==> src/rtl/apb_master_arbiter_if.sv <==
// APB bus between the bridge's arbitrating master and its one-hot selected slave banks.
interface apb_master_arbiter_if #(
    parameter int BANK_ADDR  = 2,
    parameter int DATA_WIDTH = 8,
    parameter int ADDR_WIDTH = 3
);
    logic [BANK_ADDR-1:0]  psel;
    logic                  penable;
    logic                  pwrite;
    logic [ADDR_WIDTH-1:0] paddr;
    logic [DATA_WIDTH-1:0] pwdata;
    logic                  pready;
    logic [DATA_WIDTH-1:0] prdata;

    modport master (
        output psel, penable, pwrite, paddr, pwdata,
        input  pready, prdata
    );

    modport slave (
        input  psel, penable, pwrite, paddr, pwdata,
        output pready, prdata
    );
endinterface

==> src/rtl/apb_master_arbiter.sv <==
// Round-robin two-requester APB master: one transfer at a time, bounded wait on pready,
// bad-bank requests answered with an error and no bus activity.
module apb_master_arbiter #(
    parameter int BANK_ADDR  = 2,
    parameter int DATA_WIDTH = 8,
    parameter int ADDR_WIDTH = 3,
    parameter int TIMEOUT    = 15
) (
    input  logic                  pclk,
    input  logic                  presetn,
    input  logic                  r0_req,
    input  logic                  r0_write,
    input  logic [BANK_ADDR-1:0]  r0_bank,
    input  logic [ADDR_WIDTH-1:0] r0_addr,
    input  logic [DATA_WIDTH-1:0] r0_wdata,
    output logic                  r0_done,
    output logic                  r0_err,
    output logic [DATA_WIDTH-1:0] r0_rdata,
    input  logic                  r1_req,
    input  logic                  r1_write,
    input  logic [BANK_ADDR-1:0]  r1_bank,
    input  logic [ADDR_WIDTH-1:0] r1_addr,
    input  logic [DATA_WIDTH-1:0] r1_wdata,
    output logic                  r1_done,
    output logic                  r1_err,
    output logic [DATA_WIDTH-1:0] r1_rdata,
    apb_master_arbiter_if.master  apb
);
    typedef enum logic [1:0] {IDLE, SETUP, ACCESS, RESP} state_t;

    localparam logic [7:0] WAIT_LAST = 8'(TIMEOUT - 1);

    state_t                state_reg, state_next;
    logic                  grant_reg, grant_next;
    logic                  last_grant_reg, last_grant_next;
    logic                  write_reg, write_next;
    logic [BANK_ADDR-1:0]  bank_reg, bank_next;
    logic [ADDR_WIDTH-1:0] addr_reg, addr_next;
    logic [DATA_WIDTH-1:0] wdata_reg, wdata_next;
    logic                  err_reg, err_next;
    logic [DATA_WIDTH-1:0] rdata_reg, rdata_next;
    logic [7:0]            wait_cnt_reg, wait_cnt_next;

    logic                  win;
    logic                  sel_write;
    logic [BANK_ADDR-1:0]  sel_bank;
    logic [ADDR_WIDTH-1:0] sel_addr;
    logic [DATA_WIDTH-1:0] sel_wdata;

    function automatic logic is_onehot(input logic [BANK_ADDR-1:0] b);
        return (b != '0) && ((b & (b - BANK_ADDR'(1))) == '0);
    endfunction

    // Under contention the requester not served last wins; otherwise whoever is asking.
    assign win       = (r0_req && r1_req) ? ~last_grant_reg : r1_req;
    assign sel_write = win ? r1_write : r0_write;
    assign sel_bank  = win ? r1_bank  : r0_bank;
    assign sel_addr  = win ? r1_addr  : r0_addr;
    assign sel_wdata = win ? r1_wdata : r0_wdata;

    always_ff @(posedge pclk or negedge presetn) begin
        if (!presetn) begin
            state_reg      <= IDLE;
            grant_reg      <= 1'b0;
            last_grant_reg <= 1'b1;
            write_reg      <= 1'b0;
            bank_reg       <= '0;
            addr_reg       <= '0;
            wdata_reg      <= '0;
            err_reg        <= 1'b0;
            rdata_reg      <= '0;
            wait_cnt_reg   <= '0;
        end else begin
            state_reg      <= state_next;
            grant_reg      <= grant_next;
            last_grant_reg <= last_grant_next;
            write_reg      <= write_next;
            bank_reg       <= bank_next;
            addr_reg       <= addr_next;
            wdata_reg      <= wdata_next;
            err_reg        <= err_next;
            rdata_reg      <= rdata_next;
            wait_cnt_reg   <= wait_cnt_next;
        end
    end

    always_comb begin
        state_next      = state_reg;
        grant_next      = grant_reg;
        last_grant_next = last_grant_reg;
        write_next      = write_reg;
        bank_next       = bank_reg;
        addr_next       = addr_reg;
        wdata_next      = wdata_reg;
        err_next        = err_reg;
        rdata_next      = rdata_reg;
        wait_cnt_next   = wait_cnt_reg;
        case (state_reg)
            IDLE: begin
                wait_cnt_next = '0;
                if (r0_req || r1_req) begin
                    grant_next      = win;
                    last_grant_next = win;
                    write_next      = sel_write;
                    bank_next       = sel_bank;
                    addr_next       = sel_addr;
                    wdata_next      = sel_wdata;
                    if (is_onehot(sel_bank)) begin
                        err_next   = 1'b0;
                        state_next = SETUP;
                    end else begin
                        err_next   = 1'b1;
                        state_next = RESP;
                    end
                end
            end
            SETUP: state_next = ACCESS;
            ACCESS: begin
                // pready takes priority over an expiring wait counter
                if (apb.pready) begin
                    if (!write_reg) begin
                        rdata_next = apb.prdata;
                    end
                    state_next = RESP;
                end else if (wait_cnt_reg == WAIT_LAST) begin
                    err_next   = 1'b1;
                    state_next = RESP;
                end else begin
                    wait_cnt_next = wait_cnt_reg + 8'd1;
                end
            end
            RESP:    state_next = IDLE;
            default: state_next = IDLE;
        endcase
    end

    assign apb.psel    = (state_reg == SETUP || state_reg == ACCESS) ? bank_reg : '0;
    assign apb.penable = (state_reg == ACCESS);
    assign apb.pwrite  = write_reg;
    assign apb.paddr   = addr_reg;
    assign apb.pwdata  = wdata_reg;

    assign r0_done  = (state_reg == RESP) && !grant_reg;
    assign r1_done  = (state_reg == RESP) &&  grant_reg;
    assign r0_err   = r0_done && err_reg;
    assign r1_err   = r1_done && err_reg;
    assign r0_rdata = rdata_reg;
    assign r1_rdata = rdata_reg;
endmodule

==> src/flat_wrapper.sv <==
// flat-port wrapper written by rule: the top's interface ports become plain ports
module apb_master_arbiter_flat 
#(
    parameter int BANK_ADDR  = 2,
    parameter int DATA_WIDTH = 8,
    parameter int ADDR_WIDTH = 3,
    parameter int TIMEOUT    = 15
)
  (pclk, presetn, r0_req, r0_write, r0_bank, r0_addr, r0_wdata, r0_done, r0_err, r0_rdata, r1_req, r1_write, r1_bank, r1_addr, r1_wdata, r1_done, r1_err, r1_rdata, apb_psel, apb_penable, apb_pwrite, apb_paddr, apb_pwdata, apb_pready, apb_prdata);
  apb_master_arbiter_if #(.BANK_ADDR(BANK_ADDR), .DATA_WIDTH(DATA_WIDTH), .ADDR_WIDTH(ADDR_WIDTH)) apb_i ();
  input  logic pclk;
  input  logic presetn;
  input  logic r0_req;
  input  logic r0_write;
  input  logic [BANK_ADDR-1:0] r0_bank;
  input  logic [ADDR_WIDTH-1:0] r0_addr;
  input  logic [DATA_WIDTH-1:0] r0_wdata;
  output logic r0_done;
  output logic r0_err;
  output logic [DATA_WIDTH-1:0] r0_rdata;
  input  logic r1_req;
  input  logic r1_write;
  input  logic [BANK_ADDR-1:0] r1_bank;
  input  logic [ADDR_WIDTH-1:0] r1_addr;
  input  logic [DATA_WIDTH-1:0] r1_wdata;
  output logic r1_done;
  output logic r1_err;
  output logic [DATA_WIDTH-1:0] r1_rdata;
  output wire logic [$bits(apb_i.psel)-1:0] apb_psel;
  output wire logic [$bits(apb_i.penable)-1:0] apb_penable;
  output wire logic [$bits(apb_i.pwrite)-1:0] apb_pwrite;
  output wire logic [$bits(apb_i.paddr)-1:0] apb_paddr;
  output wire logic [$bits(apb_i.pwdata)-1:0] apb_pwdata;
  input wire logic [$bits(apb_i.pready)-1:0] apb_pready;
  input wire logic [$bits(apb_i.prdata)-1:0] apb_prdata;
  assign apb_psel = apb_i.psel;
  assign apb_penable = apb_i.penable;
  assign apb_pwrite = apb_i.pwrite;
  assign apb_paddr = apb_i.paddr;
  assign apb_pwdata = apb_i.pwdata;
  assign apb_i.pready = apb_pready;
  assign apb_i.prdata = apb_prdata;
  apb_master_arbiter #(.BANK_ADDR(BANK_ADDR), .DATA_WIDTH(DATA_WIDTH), .ADDR_WIDTH(ADDR_WIDTH), .TIMEOUT(TIMEOUT)) u_core (.pclk(pclk), .presetn(presetn), .r0_req(r0_req), .r0_write(r0_write), .r0_bank(r0_bank), .r0_addr(r0_addr), .r0_wdata(r0_wdata), .r0_done(r0_done), .r0_err(r0_err), .r0_rdata(r0_rdata), .r1_req(r1_req), .r1_write(r1_write), .r1_bank(r1_bank), .r1_addr(r1_addr), .r1_wdata(r1_wdata), .r1_done(r1_done), .r1_err(r1_err), .r1_rdata(r1_rdata), .apb(apb_i));
endmodule
==> config.mk <==
export PLATFORM = sky130hd
export DESIGN_NAME = apb_master_arbiter_flat
export DESIGN_NICKNAME = d
export VERILOG_FILES = /design/src/rtl/apb_master_arbiter_if.sv /design/src/rtl/apb_master_arbiter.sv /design/src/flat_wrapper.sv
export SDC_FILE = /design/constraint.sdc
export NUM_CORES = 1
export LEC_CHECK = 0
export ABC_AREA = 0
export ABC_CLOCK_PERIOD_IN_PS = 1850
export CAP_MARGIN = 20
export CORE_ASPECT_RATIO = 1.75
export CORE_UTILIZATION = 40
export CTS_BUF_LIST = sky130_fd_sc_hd__clkbuf_4
export CTS_CLUSTER_DIAMETER = 30
export DETAILED_ROUTE_END_ITERATION = 10
export PLACE_DENSITY = 0.87
export SLEW_MARGIN = 0
export SYNTH_ARGS = -nofsm -noshare
export SYNTH_HDL_FRONTEND = slang
export SYNTH_SLANG_ARGS = --single-unit
==> constraint.sdc <==
create_clock -name pclk -period 1.85 [get_ports pclk]
set_input_delay 0.37 -clock pclk [delete_from_list [all_inputs] [get_ports pclk]]
set_output_delay 0.37 -clock pclk [all_outputs]
set_load 0.02 [all_outputs]
# == Yosys cells after proc, flatten, opt, wreduce, memory -nomap -nowiden ==
# Cells that the tools add are included.
# op_classes
n_addsub,2
eq_ne,9
muxes,19
bitwise,3
n_reduce_logical,18
# op_table
cell,n
2-to-1 mux 8 bit,3
one-hot mux 8 bit (2 select lines),1
2-to-1 mux 2 bit,6
adder 8 x 1 -> 8 bit (second input constant),1
equality test 8 x 4 -> 1 bit (second input constant),1
one-hot mux 2 bit (4 select lines),1
logical AND 1 bit,6
2-to-1 mux 1 bit,6
AND reduction 3 bit,2
equality test 2 bit (second input constant),2
logical NOT 2 bit,2
inequality test 2 x 1 -> 1 bit (second input constant),2
inequality test 2 bit (second input constant),2
AND reduction 2 bit,2
AND reduction 4 bit,1
nonzero test 2 bit,2
2-to-1 mux 3 bit,1
inequality test 3 x 1 -> 1 bit (second input constant),1
AND 2 bit,1
equality test 2 x 1 -> 1 bit (second input constant),1
logical OR 1 bit,2
NOT 1 bit,2
one-hot mux 1 bit (2 select lines),1
subtractor 2 x 1 -> 2 bit (second input constant),1
logical NOT 1 bit,1
# totals
register_bits,35
in_bits,41

# == Logic depth before layout (Yosys ltp) ==
# logic_depth
ltp_word,10
depth_mapped,8
ltp_nobuf,6

# == Least setup slack after synthesis ==
# No wires, ideal clock.
# synth_path
path_type,reg2reg
from,register u_core.state_reg[0]
to,register u_core.wait_cnt_reg[7]
setup_ns,0.120
arrival_time_ns,1.943
slack_ns,-0.213
stages_incl_launch_ff,8
synth_period_minus_slack_ns,2.063
path_cell_list,dfrtp_1 > inv_1 > ha_1 > clkbuf_1 > o21ai_0 > a2111oi_2 > a31oi_1 > a41o_2
# synth_between
elab_chain_cells,3
word_cells_on_any_way,7
cone_classes,eq/ne: 3; mux: 1; reduce/logical: 3
# synth_lines
element,line,source
"start, declared",apb_master_arbiter.sv:33,"state_t state_reg, state_next;"
"start signal, assigned",apb_master_arbiter.sv:74,state_reg <= state_next;
equality test 2 bit (*),n/a,
named net apb_penable,flat_wrapper.sv:30,output wire logic [$bits(apb_i.penable)-1:0] apb_penable;
inequality test 2 bit (no line) / nonzero test 2 bit (equally long branches),n/a,
AND reduction 3 bit (no line),n/a,
"end signal, assigned",apb_master_arbiter.sv:83,wait_cnt_reg <= wait_cnt_next;
"end, declared",apb_master_arbiter.sv:42,"logic [7:0] wait_cnt_reg, wait_cnt_next;"
# Mark *: on every way through the listed nets, which the timed path passes. The rest lies on a longest branch.
# A chain may end at the register's enable or synchronous reset.

# == Final worst setup path ==
# layout_path
from,register u_core.wait_cnt_reg[0]
to,register u_core.state_reg[1]
# layout_between
elab_chain_cells,3
# layout_lines
element,line,source
equality test 8 x 4 -> 1 bit,apb_master_arbiter.sv:125,end else if (wait_cnt_reg == WAIT_LAST) begin
inequality test 3 x 1 -> 1 bit (no line),n/a,
AND reduction 2 bit (no line),n/a,
# No other way between the ends.

==> key figures <==
Power and ir drop
  – Worst-case vdd ir drop: 832.8 uV
  – PD cells: 1537 nW/um^2
  – Pleak: 1.240 nW
  – Power Total: 4.251 mW

Worst setup path
  – Buf/Inv on CP: 1
  – Crit end category: flop
  – Max stage delay on crit path: 0.46 ns
  – R2R setup slack: -0.03 ns
  – Critical Path AT: 2.10 ns
  – CP startpoint kind: flop
  – CP top delay family: simple AND/OR/NAND/NOR gates
  – Slowest cell on crit path: or4b_4
  – Crit Path Category: flop to flop
  – CP required: 2.07 ns
  – Critical path fanouts, max: 2
  – Cell Chain, Critical Path: inv_1, ha_1, or4b_4, o31a_4, nand2b_4, mux2_4

Routing
  – Met1 WL: 1557 um
  – Routed length per placed instance: 13.80 um
  – DR DRC count: 0
  – Wire length on met2: 2418 um
  – WL final: 4251 um
  – DR vias: 1547
  – DR top layer: met4
  – Pre-antenna DRT Iters: 4
  – DR vias/cell: 5.023
  – Initial drt markers: 20
  – Met3 wire len: 156 um
  – Final ANT Viol Nets: 0

Yosys
  – Register bit count reported by yosys: 35
  – Area contributors post-synth: dfrtp_1 (46%), mux2i_1 (10%), nand2_1 (5.1%)
  – Sequential fraction of the synthesis area: 47.92%
  – Cell with the most instances after synthesis: dfrtp_1
  – Syn Nets: 218
  – Cells after synthesis: 171
  – Yosys warns: 0
  – Asr flop ratio synth: 100.0%
  – Largest area contributor in the netlist: dfrtp_1
  – Commonest cells in the netlist: dfrtp_1 (34), nand2_1 (25), mux2i_1 (19)
  – Synthesized area: 1831 um^2
  – Synth Flop Type: dfrtp_1
  – Syn Area/Cell: 10.70 um^2
  – Synth top area share: 46.48%
  – Post-synth EDFFs: 0
  – Cell variety after synth: 34

Clock network
  – CTS tree: yes
  – Root buffer cell: clkbuf_4
  – Post-CTS Hold Buffers: 0
  – CTS H-tree lvls: 2
  – Clk_lat worst skew: 0.33 ns
  – Post-CTS Setup Repair Bufs: 0
  – CTS buffer count: 5
  – CTS Sinks: 35
  – CTS clk-pin slew, worst paths: 0.10 ns
  – Clock Path Buffers: 2

Place
  – Gp weighted congestion: 0.7892
  – Post-placement cell area: 2709 um^2
  – Input/output buffers: 75
  – Post-DP HPWL: 3210 um

STA
  – Rel. slew slack: 69.66%
  – Final max-slew violation count: 0
  – Final worst slack: -0.02950 ns
  – Final hold vios: 0
  – Final min period: 1.879 ns
  – Tcrit/Tclk final: 101.6%
  – Endpoints failing setup: 2
  – Setup TNS: -0.04922 ns
  – FMAX: 532.1 MHz
  – Final Skew: 0.005258 ns
  – Worst hold slack: 0.05439 ns
  – RSZ-0062 raised after global routing: yes
  – Slew @ Worst Pin: 0.4551 ns

Layout
  – Nets@finish: 303
  – Fin area: 2765 um^2
  – Util after Layout: 62.78%
  – P&R area growth vs syn: 51.06%
  – Fillers: 385
  – ANT cells: 0
  – Fraction of layout cells with a size suffix above 1: 22.18%

Floorplan
  – Row Count: 32
  – IO Count: 76
  – Starting Density: 41.56%
  – Die Y: 91.49 um
  – Die W: 53.14 um
  – Core area: 4404 um^2
  – Die ar.: 4861 um^2

Global routing
  – First-pass GRT wire length: 6810 um
  – Total track usage: 19.06%
  – Largest net degree at the start of global routing: 36
  – Initial antenna violation count: 0
  – Vias in the first global route: 1574
  – Remaining global-route overflow: 0

Outcome
  – Failing checks: negative setup slack
  – Status: finished, violations left

Hold path
  – Hold Path Class: primary input to asynchronous set/reset pin

Run
  – MaxCap Viol Count: 0
==> report_power, final <==
part / internal [mW] / leakage [nW] / switching (mW)
Sequential: 1.10 / 0.435 / 0.209
Clock: 0.178 / 0.0361 / 0.246
Combinational: 1.25 / 0.768 / 1.27
Total: 2.52 / 1.24 / 1.73
==> cell usage in the layout, fill, tap and decap left out, types with 3 or more instances in the layout <==
cell and count:
clkdlybuf4s50_1 67, dfrtp_1 34, mux2_2 8, and2_1 4, nor2b_1 3, nor2_1 8
o21ai_0 14, mux2i_1 19, ha_1 3, a21oi_1 5, nand2_1 24, buf_2 7
xnor2_1 4, clkbuf_4 7, buf_4 17
==> through the flow <==
step           cells  setup WS [ns]
2_1_floorplan    171       -0.06482
3_3_place_gp     300       -0.04331
3_5_place_dp     300       -0.06035
4_1_cts          308       -0.02943
5_1_grt          308       -0.07913
6_report         308       -0.02950
==> cell type report <==
cell class | instances | area (um^2) | area share (%)
Tap cell | 51 | 63.81 | 2.308
Multi-Input combinational cell | 118 | 897.1 | 32.44
Timing Repair Buffer | 93 | 858.3 | 31.04
Inverter | 3 | 11.26 | 0.4072
Sequential cell | 35 | 877.1 | 31.72
Clock inverter | 1 | 5.005 | 0.1810
Clock buffer | 7 | 52.55 | 1.900
==> routing by layer <==
metal	vias up	GRT usage [%]
met3	12	3.350
met2	47	34.49
li1	757	-
met5	-	0
met1	731	20.58
met4	0	7.675
==> kinds of logic after synthesis <==
group                      after synthesis  share of synthesized area (%)
xor gates and xnor gates                 5                          2.392
adders and majority gates                6                          4.101
and+or+nand+nor                         47                          12.44
DFF                                     35                          47.92
AOI/OAI and AO/OA                       32                          11.55
buffers and inverters                   18                          5.468
muxes                                   28                          16.13
==> what timing repair did <==
action                                  4_1_cts  5_1_grt
endpoints found under the hold margin         0        0
endpoints found under the setup margin        9       12
cloned                                        0        0
resized for setup                            25       10
pin swaps                                     0        2
==> path summary, 6_finish.rpt <==
kind / startpoint / end / depth (start not counted)
worst min-delay path: presetn / u_core.apb.paddr[2] / 2
min in group pclk: u_core.bank_reg[0] / u_core.bank_reg[0] / 2
worst max-delay path: u_core.wait_cnt_reg[0] / u_core.state_reg[1] / 6
worst min register to register: u_core.bank_reg[0] / u_core.bank_reg[0] / 2
worst max register to register: u_core.wait_cnt_reg[0] / u_core.state_reg[1] / 6
max in group asynchronous: presetn / u_core.last_grant_reg / 2
(Power assumes the default switching activity.)
